===== src/rtl/cdb_broadcast_pkg.sv =====
// Shared types and constants for the CDB completion path: packet/tag layouts,
// FU index constants and the round-robin pick helper.
package cdb_broadcast_pkg;

   localparam int NUM_FU     = 4;
   localparam int DEPTH      = 2;
   localparam int PHYS_REG_W = 6;
   localparam int RS_IDX_W   = 4;
   localparam int FU_W       = $clog2(NUM_FU);
   localparam int CNT_W      = $clog2(DEPTH + 1);

   localparam int FU_ALU   = 0;
   localparam int FU_MULT  = 1;
   localparam int FU_LOAD  = 2;
   localparam int FU_STORE = 3;

   typedef struct packed {
      logic [PHYS_REG_W-1:0] phys_reg;
      logic [RS_IDX_W-1:0]   rs_idx;
      logic                  has_dest;
      logic [31:0]           value;
   } CDB_PACKET;

   typedef struct packed {
      logic [PHYS_REG_W-1:0] phys_reg;
      logic                  valid;
      logic                  ready;
   } TAG;

   typedef struct packed {
      logic                remove_en;
      logic [RS_IDX_W-1:0] remove_idx;
   } EX_RS_PACKET;

   // Returns {found, index}: first set candidate scanning upward from start, wrapping.
   function automatic logic [FU_W:0] rr_pick(input logic [NUM_FU-1:0] cand,
                                             input logic [FU_W-1:0]   start);
      logic            found;
      logic [FU_W-1:0] idx;
      logic [FU_W-1:0] sel;
      found = 1'b0;
      idx   = start;
      sel   = start;
      for (int k = 0; k < NUM_FU; k++) begin
         if (!found && cand[idx]) begin
            found = 1'b1;
            sel   = idx;
         end else begin
            found = found;
         end
         idx = (idx == FU_W'(NUM_FU - 1)) ? {FU_W{1'b0}} : idx + FU_W'(1);
      end
      return {found, sel};
   endfunction

endpackage


===== src/rtl/cdb_fifo.sv =====
// Per-FU circular completion queue with head/tail pointers, occupancy count
// and a synchronous flush that dominates push and pop.
module cdb_fifo
   import cdb_broadcast_pkg::*;
#(
   parameter int ENTRIES = 2
) (
   input  logic                           clock,
   input  logic                           reset,
   input  logic                           flush,
   input  logic                           push,
   input  CDB_PACKET                      push_pkt,
   input  logic                           pop,
   output CDB_PACKET                      head,
   output logic [$clog2(ENTRIES+1)-1:0]   count,
   output logic                           full
);

   localparam int PTR_W = (ENTRIES > 1) ? $clog2(ENTRIES) : 1;
   localparam int CW    = $clog2(ENTRIES + 1);

   CDB_PACKET        mem_r [ENTRIES];
   logic [PTR_W-1:0] head_ptr_r;
   logic [PTR_W-1:0] tail_ptr_r;
   logic [CW-1:0]    count_r;
   logic             push_s;
   logic             pop_s;

   function automatic logic [PTR_W-1:0] ptr_inc(input logic [PTR_W-1:0] p);
      if (p == PTR_W'(ENTRIES - 1)) begin
         return {PTR_W{1'b0}};
      end else begin
         return p + PTR_W'(1);
      end
   endfunction

   assign push_s = push && !full;
   assign pop_s  = pop && (count_r != {CW{1'b0}});
   assign full   = (count_r == CW'(ENTRIES));
   assign count  = count_r;
   assign head   = mem_r[head_ptr_r];

   // Queue storage, pointers and occupancy.
   always_ff @(posedge clock or negedge reset) begin
      if (!reset) begin
         head_ptr_r <= {PTR_W{1'b0}};
         tail_ptr_r <= {PTR_W{1'b0}};
         count_r    <= {CW{1'b0}};
         for (int i = 0; i < ENTRIES; i++) begin
            mem_r[i] <= {$bits(CDB_PACKET){1'b0}};
         end
      end else if (flush) begin
         head_ptr_r <= {PTR_W{1'b0}};
         tail_ptr_r <= {PTR_W{1'b0}};
         count_r    <= {CW{1'b0}};
      end else begin
         if (push_s) begin
            mem_r[tail_ptr_r] <= push_pkt;
            tail_ptr_r        <= ptr_inc(tail_ptr_r);
         end
         if (pop_s) begin
            head_ptr_r <= ptr_inc(head_ptr_r);
         end
         case ({push_s, pop_s})
            2'b10:   count_r <= count_r + CW'(1);
            2'b01:   count_r <= count_r - CW'(1);
            default: count_r <= count_r;
         endcase
      end
   end

endmodule


===== src/rtl/cdb_broadcast.sv =====
// CDB completion stage: per-FU queues, round-robin grant of one CDB slot per
// cycle, registered tag/value broadcast and RS free. Define CDB_BYPASS_EN to let
// an empty queue's incoming completion win arbitration directly (1-cycle latency).
module cdb_broadcast
   import cdb_broadcast_pkg::*;
(
   input  logic              clock,
   input  logic              reset,
   input  logic              interrupt,
   input  logic [NUM_FU-1:0] fu_done,
   input  CDB_PACKET         fu_pkt [NUM_FU],
   output logic [NUM_FU-1:0] fu_stall,
   output TAG                cdb,
   output logic              cdb_en,
   output logic [31:0]       cdb_value,
   output EX_RS_PACKET       ex_rs_packet
);

   CDB_PACKET         head_s [NUM_FU];
   logic [CNT_W-1:0]  count_s [NUM_FU];
   logic [NUM_FU-1:0] full_s;
   logic [NUM_FU-1:0] empty_s;
   logic [NUM_FU-1:0] cand_s;
   logic [NUM_FU-1:0] push_s;
   logic [NUM_FU-1:0] pop_s;
   logic [FU_W:0]     pick_s;
   logic              grant_s;
   logic [FU_W-1:0]   grant_idx_s;
   logic              bypass_s;
   CDB_PACKET         grant_pkt_s;
   logic [FU_W-1:0]   rr_ptr_r;

   for (genvar g = 0; g < NUM_FU; g++) begin : g_fifo
      cdb_fifo #(.ENTRIES(DEPTH)) u_fifo (
         .clock    (clock),
         .reset    (reset),
         .flush    (interrupt),
         .push     (push_s[g]),
         .push_pkt (fu_pkt[g]),
         .pop      (pop_s[g]),
         .head     (head_s[g]),
         .count    (count_s[g]),
         .full     (full_s[g])
      );
   end

   // Stall depends only on registered occupancy, never on this cycle's pop.
   assign fu_stall = full_s;

   // Candidate selection, round-robin grant and per-queue push/pop strobes.
   always_comb begin
      for (int i = 0; i < NUM_FU; i++) begin
         empty_s[i] = (count_s[i] == {CNT_W{1'b0}});
      end
`ifdef CDB_BYPASS_EN
      cand_s = ~empty_s | fu_done;
`else
      cand_s = ~empty_s;
`endif
      pick_s      = rr_pick(cand_s, rr_ptr_r);
      grant_s     = pick_s[FU_W];
      grant_idx_s = pick_s[FU_W-1:0];
`ifdef CDB_BYPASS_EN
      bypass_s    = grant_s && empty_s[grant_idx_s];
      grant_pkt_s = bypass_s ? fu_pkt[grant_idx_s] : head_s[grant_idx_s];
`else
      bypass_s    = 1'b0;
      grant_pkt_s = head_s[grant_idx_s];
`endif
      for (int i = 0; i < NUM_FU; i++) begin
         push_s[i] = fu_done[i] && !full_s[i] && !interrupt &&
                     !(bypass_s && (grant_idx_s == FU_W'(i)));
         pop_s[i]  = grant_s && (grant_idx_s == FU_W'(i)) && !empty_s[i] && !interrupt;
      end
   end

   // Broadcast/free output registers and round-robin pointer.
   always_ff @(posedge clock or negedge reset) begin
      if (!reset) begin
         cdb          <= {$bits(TAG){1'b0}};
         cdb_en       <= 1'b0;
         cdb_value    <= 32'h0000_0000;
         ex_rs_packet <= {$bits(EX_RS_PACKET){1'b0}};
         rr_ptr_r     <= {FU_W{1'b0}};
      end else if (interrupt) begin
         cdb_en                 <= 1'b0;
         ex_rs_packet.remove_en <= 1'b0;
         rr_ptr_r               <= {FU_W{1'b0}};
      end else if (grant_s) begin
         cdb.phys_reg            <= grant_pkt_s.phys_reg;
         cdb.valid               <= grant_pkt_s.has_dest;
         cdb.ready               <= grant_pkt_s.has_dest;
         cdb_en                  <= grant_pkt_s.has_dest;
         cdb_value               <= grant_pkt_s.value;
         ex_rs_packet.remove_en  <= 1'b1;
         ex_rs_packet.remove_idx <= grant_pkt_s.rs_idx;
         rr_ptr_r <= (grant_idx_s == FU_W'(NUM_FU - 1)) ? {FU_W{1'b0}}
                                                        : grant_idx_s + FU_W'(1);
      end else begin
         cdb_en                 <= 1'b0;
         ex_rs_packet.remove_en <= 1'b0;
      end
   end

endmodule


===== config.mk =====
export PLATFORM = sky130hd
export DESIGN_NAME = cdb_broadcast
export DESIGN_NICKNAME = d
export VERILOG_FILES = /design/src/rtl/cdb_broadcast_pkg.sv /design/src/rtl/cdb_fifo.sv /design/src/rtl/cdb_broadcast.sv
export SDC_FILE = /design/constraint.sdc
export NUM_CORES = 1
export LEC_CHECK = 0
export CAP_MARGIN = 5
export CORE_UTILIZATION = 34
export CTS_CLUSTER_DIAMETER = 200
export DETAILED_ROUTE_END_ITERATION = 8
export GPL_TIMING_DRIVEN = 0
export PLACE_DENSITY = 0.56
export SYNTH_ARGS = -nofsm -noshare
export SYNTH_HDL_FRONTEND = slang
export SYNTH_HIERARCHICAL = 1
export SYNTH_SLANG_ARGS = --single-unit

===== constraint.sdc =====
create_clock -name clock -period 7.8 [get_ports clock]
set_clock_uncertainty 0.2 [all_clocks]
set_input_delay 1.17 -clock clock [delete_from_list [all_inputs] [get_ports clock]]
set_output_delay 1.17 -clock clock [all_outputs]
set_load 0.1 [all_outputs]

==> results by group, run 1 <==
Floorplan
  • Die Span Y: 244 microns
  • Die area: 59700 sq um
  • Ports: 229
  • Initial Utilization: 34.5%
  • Core ar.: 57900 sq um
  • DIE WIDTH: 244 microns
  • Row cnt: 88

Flow run
  • Max Cap Violations: 0

Synth
  • Yosys cell types: 51
  • Post-synth EDFFs: 0
  • Synth Instances: 1477
  • Syn Std Cell Area: 20000 sq um
  • Seq/Total Area, Yosys: 51.0%
  • Yosys reg bits: 407
  • Mapped Avg Cell Area: 13.5 sq um
  • YS warnings: 6
  • Cell taking the most area after synthesis: dfrtp_1
  • Syn nets: 1658
  • Main flop type after synthesis: dfrtp_1
  • Synth area leaders: dfrtp_1 (51%), mux2_2 (19%), mux2_4 (12%)
  • Post-synth top area share: 51.0%
  • FFs w/ async S/R, synth: 100%

Timing
  • Final Hold Fails: 0
  • Slew @ Worst Pin: 1.29 ns
  • Unrepaired setup endpoints after global routing: no
  • Final setup vio count: 0
  • Maximum clock frequency: 205 MHz
  • Worst slew margin: 13.9%
  • Period utilization: 62.7%
  • Final max-slew violation count: 0
  • Tmin final: 4.89 ns
  • Setup_tns: 0 ns

Global route
  • Vias in the first global route: 13.8k
  • Total grt overflow: 0
  • Largest net degree at the start of global routing: 113
  • Global-route wire length before repair: 86.6 mm
  • Gr usage total: 19.2%
  • Initial antenna violation count: 3

Critical path
  • CP Class: in2reg
  • Crit path max fanout: 25
  • CP cell instances: clkdlybuf4s50_1 > clkbuf_1 > a21oi_1 > clkbuf_1 > nand2_1 > nor3_1 > o21ai_0 > xor2_1 > nor2_1
  • CP Launch Type: primary input
  • Required @ worst endpoint: 8.01 ns
  • CP max stage cell: clkdlybuf4s50_1
  • CP arrival: 5.10 ns
  • Most used cell, CP: clkbuf_1
  • CP max stage delay: 1.06 ns
  • CP Capture Type: register

Clock network
  • Hold_buf cts: 0
  • CTS resizes: 0
  • CTS Sinks: 407
  • H-Tree Depth: 2
  • Root Buffer: clkbuf_16
  • Clock Latency Late Sink: 0.58 ns
  • Clock Pin Slew Worst Setup and Hold Paths: 0.06 ns
  • TritonCTS clock tree: done
  • Postcts setup bufs: 0
  • CTS Buffer Depth: 3
  • Cts bufs inserted: 45

Finish
  • Seq. cell area: 10200 sq um
  • Fill count: 5410
  • Most common cell after layout, fill and taps aside: dfrtp_1
  • Commonest cells after routing, fill and taps aside: dfrtp_1 (407), mux2_2 (337), clkdlybuf4s50_1 (227)
  • Area Overhead vs Synth: 24.4%
  • Diode count: 0
  • Post-route insts no fill: 2552
  • Layout cell share with drive strength beyond 1: 36.3%
  • Multi-input gate area in the final layout: 9160 sq um
  • Nets: 1936
  • Finished Core Util: 42.9%
  • Final Instance Area: 24900 sq um

Power and ir drop
  • Switching Share: 40.9%
  • Pwr Density: 407 nW/um^2
  • Power share of the sequential group: 31.3%
  • Comb pwr share: 46.5%
  • Total power: 10.1 mW
  • Worst ir drop on vdd: 0.205 mV
  • Cell-internal power: 5.98 mW
  • Psw: 4.14 mW
  • Clock power share: 22.2%
  • Leak: 10.8 nW

Placed design
  • Area after DPL: 23300 sq um
  • Detailed Place HPWL: 42.7 mm
  • Port bufs: 228
  • Placed cell count: 2473
  • GP Congestion: 0.849

Run status
  • Outcome: finished, final reports clean

Drt
  • Vias post-DR: 12.9k
  • Vias per cell: 5.05
  • 1st-iter DRT viols: 739
  • Residual DRC count: 0
  • DR WL/cell: 22.3 microns
  • Detail Route Antenna Nets: 0
  • Drt pass-1 iters: 5
  • WL final: 56.8 mm

Hold path
  • Hold Path Class: reg2reg
## sequential cells by signal, summed over array words and instances, names as in the netlist, 2 cells and up
signal                    cells
g_fifo.u_fifo/count           8
cdb_value                    32
rr_ptr_r                      2
ex_rs_packet                  5
g_fifo.u_fifo/head_ptr_r      4
cdb                           7
g_fifo.u_fifo/mem_r         344
g_fifo.u_fifo/tail_ptr_r      4
## critical path, delay by kind of cell
family / cells / cell delay, ns
compound gates: 2 / 0.92
simple gates: 3 / 0.76
xor+xnor: 1 / 0.18
buf+inv: 3 / 2.03
## logic make-up (layout without fill, tap and decap cells)
logic type | count (synthesis) | after routing | synth area share, %
xor gates and xnor gates | 4 | 4 | 0.175
adders and majority gates | 2 | 2 | 0.125
AOI/OAI and AO/OA | 219 | 219 | 7.14
buffers and inverters | 115 | 425 | 3.14
DFF | 407 | 407 | 51.0
muxes | 521 | 521 | 32.5
and+or+nand+nor | 209 | 209 | 5.88
## stage by stage
stage | hold slack, ns | worst slack (ns)
floorplan | 0.254 | 4.49
global placement | 0.264 | -12.90
detailed placement | 0.274 | 2.28
CTS | 0.288 | 2.91
global route | 0.297 | 2.62
finish | 0.282 | 2.91
## routing by layer
layer  part of all wire (%)  vias to the layer above  track usage [%]
met5                  0.065                        -                0
met4                    2.1                        6             5.02
met3                    4.1                       69             3.79
met2                     48                      258             31.9
met1                     45                     6590             25.3
li1                       -                     5964                -
## cell usage after synthesis (2+ instances only)
cell and number:
dfrtp_1 407, mux2_2 337, mux2_4 160, nor2_1 66, o21ai_0 58, clkbuf_1 53, nand3_1 47, a31oi_1 46
or3_1 46, a21o_1 42, o211ai_1 42, buf_2 28, mux2_1 20, buf_6 19, a21oi_1 13, nand2_1 9
buf_1 5, buf_4 5, nor3b_1 5, a22oi_1 4, inv_1 4, nand3b_1 4, nor2b_2 4, nor3_1 4
nor4_4 4, or4b_1 4, or4b_2 4, xor2_1 4, mux4_2 3, or2_1 3, a211oi_1 2, a32oi_1 2
and3_1 2, ha_1 2, nor4_1 2, o22ai_1 2
## final timing paths
kind                                       startpoint                          end  slack (ns)  cells after the start
setup reg to reg                          rr_ptr_r[0]  g_fifo[3].u_fifo/head_ptr_r        3.50                     12
setup / recovery                            interrupt  g_fifo[3].u_fifo/head_ptr_r        2.91                      9
max in group asynchronous                       reset   g_fifo[1].u_fifo/mem_r[34]        5.00                      4
hold reg to reg            g_fifo[0].u_fifo/mem_r[81]   g_fifo[0].u_fifo/mem_r[81]        0.28                      1
min in group asynchronous                       reset   g_fifo[2].u_fifo/mem_r[59]        0.45                      1
hold / removal             g_fifo[0].u_fifo/mem_r[81]   g_fifo[0].u_fifo/mem_r[81]        0.28                      1
## power by group through the flow
stage | Clock (mW) | Combinational (mW) | Sequential, mW
after floorplan | 0 | 2.47 | 3.94
after detailed placement | 0 | 4.74 | 3.20
final | 2.24 | 4.70 | 3.17
after CTS | 2.30 | 4.76 | 3.17
after global placement | 0 | 4.68 | 3.18
after global routing | 2.37 | 5.06 | 3.25
## layout make-up
cell class	count	share of cell area [%]
inverters	5	0.0755
multi-input cells	955	36.9
well taps	765	3.85
clock inverters	20	1.06
plain buffers	110	2.45
repair buffers	231	9.53
clock buffers	59	5.19
flip-flops and latches	407	41.0
No activity file was read; power rests on OpenSTA's default activity.
==> run 2, diff against run 1 <==
Settings changed: PLACE_DENSITY 0.56 to 0.58.
Clock period 7.8 ns to 4.2 ns, I/O delays scaled along.
==> run 2 against run 1 <==
Against the previous run:
- global-route usage about the same
- worst hold slack lost 0.0021 ns
- critical path type is now reg2reg
- highest routed layer unchanged
- register-to-register slack worse by 3.3 ns
==> results by group, run 2 (synthesized netlist as in run 1, its figures left out) <==
Run status
  • Outcome: finished, final reports clean

Floorplan
  • Row cnt: 88
  • Die Span Y: 244 microns
  • Die area: 59700 sq um
  • Core ar.: 57900 sq um
  • Initial Utilization: 34.5%
  • DIE WIDTH: 244 microns
  • Ports: 229

Placed design
  • GP Congestion: 0.847
  • Place WS: -0.768 ns
  • Port bufs: 228
  • Detailed Place HPWL: 42.4 mm
  • Area after DPL: 23300 sq um

Timing
  • Slew @ Worst Pin: 1.23 ns
  • Tmin final: 3.98 ns
  • Final setup vio count: 0
  • Worst slew margin: 17.6%
  • Unrepaired setup endpoints after global routing: no
  • Final max-slew violation count: 0
  • Final Hold Fails: 0
  • Setup_tns: 0 ns
  • Final WS setup: 0.220 ns
  • Maximum clock frequency: 251 MHz
  • Period utilization: 94.8%

Drt
  • Detail Route Antenna Nets: 0
  • Vias per cell: 5.03
  • Residual DRC count: 0
  • WL final: 56.6 mm
  • DR WL/cell: 22.2 microns
  • Vias post-DR: 12.8k
  • 1st-iter DRT viols: 727
  • Drt pass-1 iters: 5

Global route
  • Vias in the first global route: 13.9k
  • Largest net degree at the start of global routing: 111
  • Gr usage total: 19.2%
  • Global-route wire length before repair: 87.1 mm
  • Total grt overflow: 0
  • Initial antenna violation count: 10

Critical path
  • CP arrival: 4.25 ns
  • Crit path max fanout: 10
  • CP Class: reg2reg
  • CP max stage delay: 0.66 ns
  • CP max stage cell: or4b_2
  • CP Capture Type: register
  • CP delay by family, top: simple AND/OR/NAND/NOR gates
  • CP cell instances: ha_1 > nor2_1 > a22o_1 > a32oi_1 > nor2_4 > buf_2 > nor2_4 > buf_2 > ha_1 > and3_1 > or4b_2 > a31oi_1
  • CP Launch Type: register
  • Worst Path Buf+Inv: 2
  • Required @ worst endpoint: 4.47 ns

Clock network
  • Postcts setup bufs: 0
  • Clock Latency Late Sink: 0.58 ns
  • Root Buffer: clkbuf_16
  • CTS Sinks: 407
  • Cts bufs inserted: 45
  • CTS Buffer Depth: 3
  • Clock Pin Slew Worst Setup and Hold Paths: 0.06 ns
  • H-Tree Depth: 2
  • TritonCTS clock tree: done

Flow run
  • Max Cap Violations: 0

Finish
  • Seq. cell area: 10200 sq um
  • Most common cell after layout, fill and taps aside: dfrtp_1
  • Commonest cells after routing, fill and taps aside: dfrtp_1 (407), mux2_2 (337), clkdlybuf4s50_1 (226)
  • Final Instance Area: 24900 sq um
  • Multi-input gate area in the final layout: 9180 sq um
  • Area Overhead vs Synth: 24.7%
  • Nets: 1936
  • Fill count: 5381
  • Largest reg by FF count: g_fifo.u_fifo/mem_r
  • Max reg flops: 344
  • Layout cell share with drive strength beyond 1: 36.5%

Power and ir drop
  • Worst ir drop on vdd: 0.424 mV
  • Psw: 7.70 mW
  • Clock power share: 22.2%
  • Comb pwr share: 46.5%
  • Total power: 18.8 mW
  • Power share of the sequential group: 31.4%
  • Leak: 10.8 nW
  • Switching Share: 40.9%
  • Cell-internal power: 11.1 mW
  • Pwr Density: 755 nW/um^2

Hold path
  • Hold Path Class: reg2reg
==> run 2: path summary, 6_finish.rpt <==
check | startpoint | endpoint | slack, ns | cells after the start
min in group asynchronous | reset | g_fifo[3].u_fifo/mem_r[78] | 0.47 | 2
worst max-delay path | rr_ptr_r[0] | g_fifo[2].u_fifo/count[1] | 0.22 | 12
worst min register to register | g_fifo[2].u_fifo/mem_r[83] | g_fifo[2].u_fifo/mem_r[83] | 0.28 | 1
worst min-delay path | g_fifo[2].u_fifo/mem_r[83] | g_fifo[2].u_fifo/mem_r[83] | 0.28 | 1
max in group asynchronous | reset | g_fifo[2].u_fifo/mem_r[58] | 1.76 | 4
worst max register to register | rr_ptr_r[0] | g_fifo[2].u_fifo/count[1] | 0.22 | 12
==> run 2: layout make-up <==
type	count	area share, %
multi-input cells	955	36.9
inverters	5	0.0753
clock inverters	11	0.537
plain buffers	109	2.43
flip-flops and latches	407	40.9
diodes	3	0.0301
well taps	765	3.84
repair buffers	232	9.56
clock buffers	69	5.78
==> run 2: per-stage QoR <==
stage	hold slack (ns)	cells	util [%]
floorplan	0.134	1477	-
global placement	0.264	2470	40.1
detailed placement	0.271	2473	40.2
CTS	0.285	2554	43.0
global route	0.299	2554	43.0
finish	0.280	2556	43.0
==> run 2: power by group through the flow <==
stage | Combinational (mW) | Sequential (mW) | Clock [mW]
2_1_floorplan | 4.59 | 7.32 | 0
3_3_place_gp | 8.65 | 5.90 | 0
3_5_place_dp | 8.75 | 5.95 | 0
4_1_cts | 8.80 | 5.90 | 4.29
5_1_grt | 9.34 | 6.06 | 4.45
6_report | 8.75 | 5.90 | 4.17
==> run 2: metal layers <==
layer | up-vias | track usage [%] | wire [microns]
li1 | 5966 | - | -
met5 | - | 0 | 100
met2 | 261 | 31.5 | 27000
met4 | 16 | 5.31 | 1400
met3 | 97 | 4.16 | 2650
met1 | 6507 | 25.4 | 25500
==> run 2: timing repair <==
action	CTS	global route
setup endpoints to repair	3	17
pin swaps	0	0
endpoints found under the hold margin	95	0
hold buffers	1	0
gates resized for setup	3	3
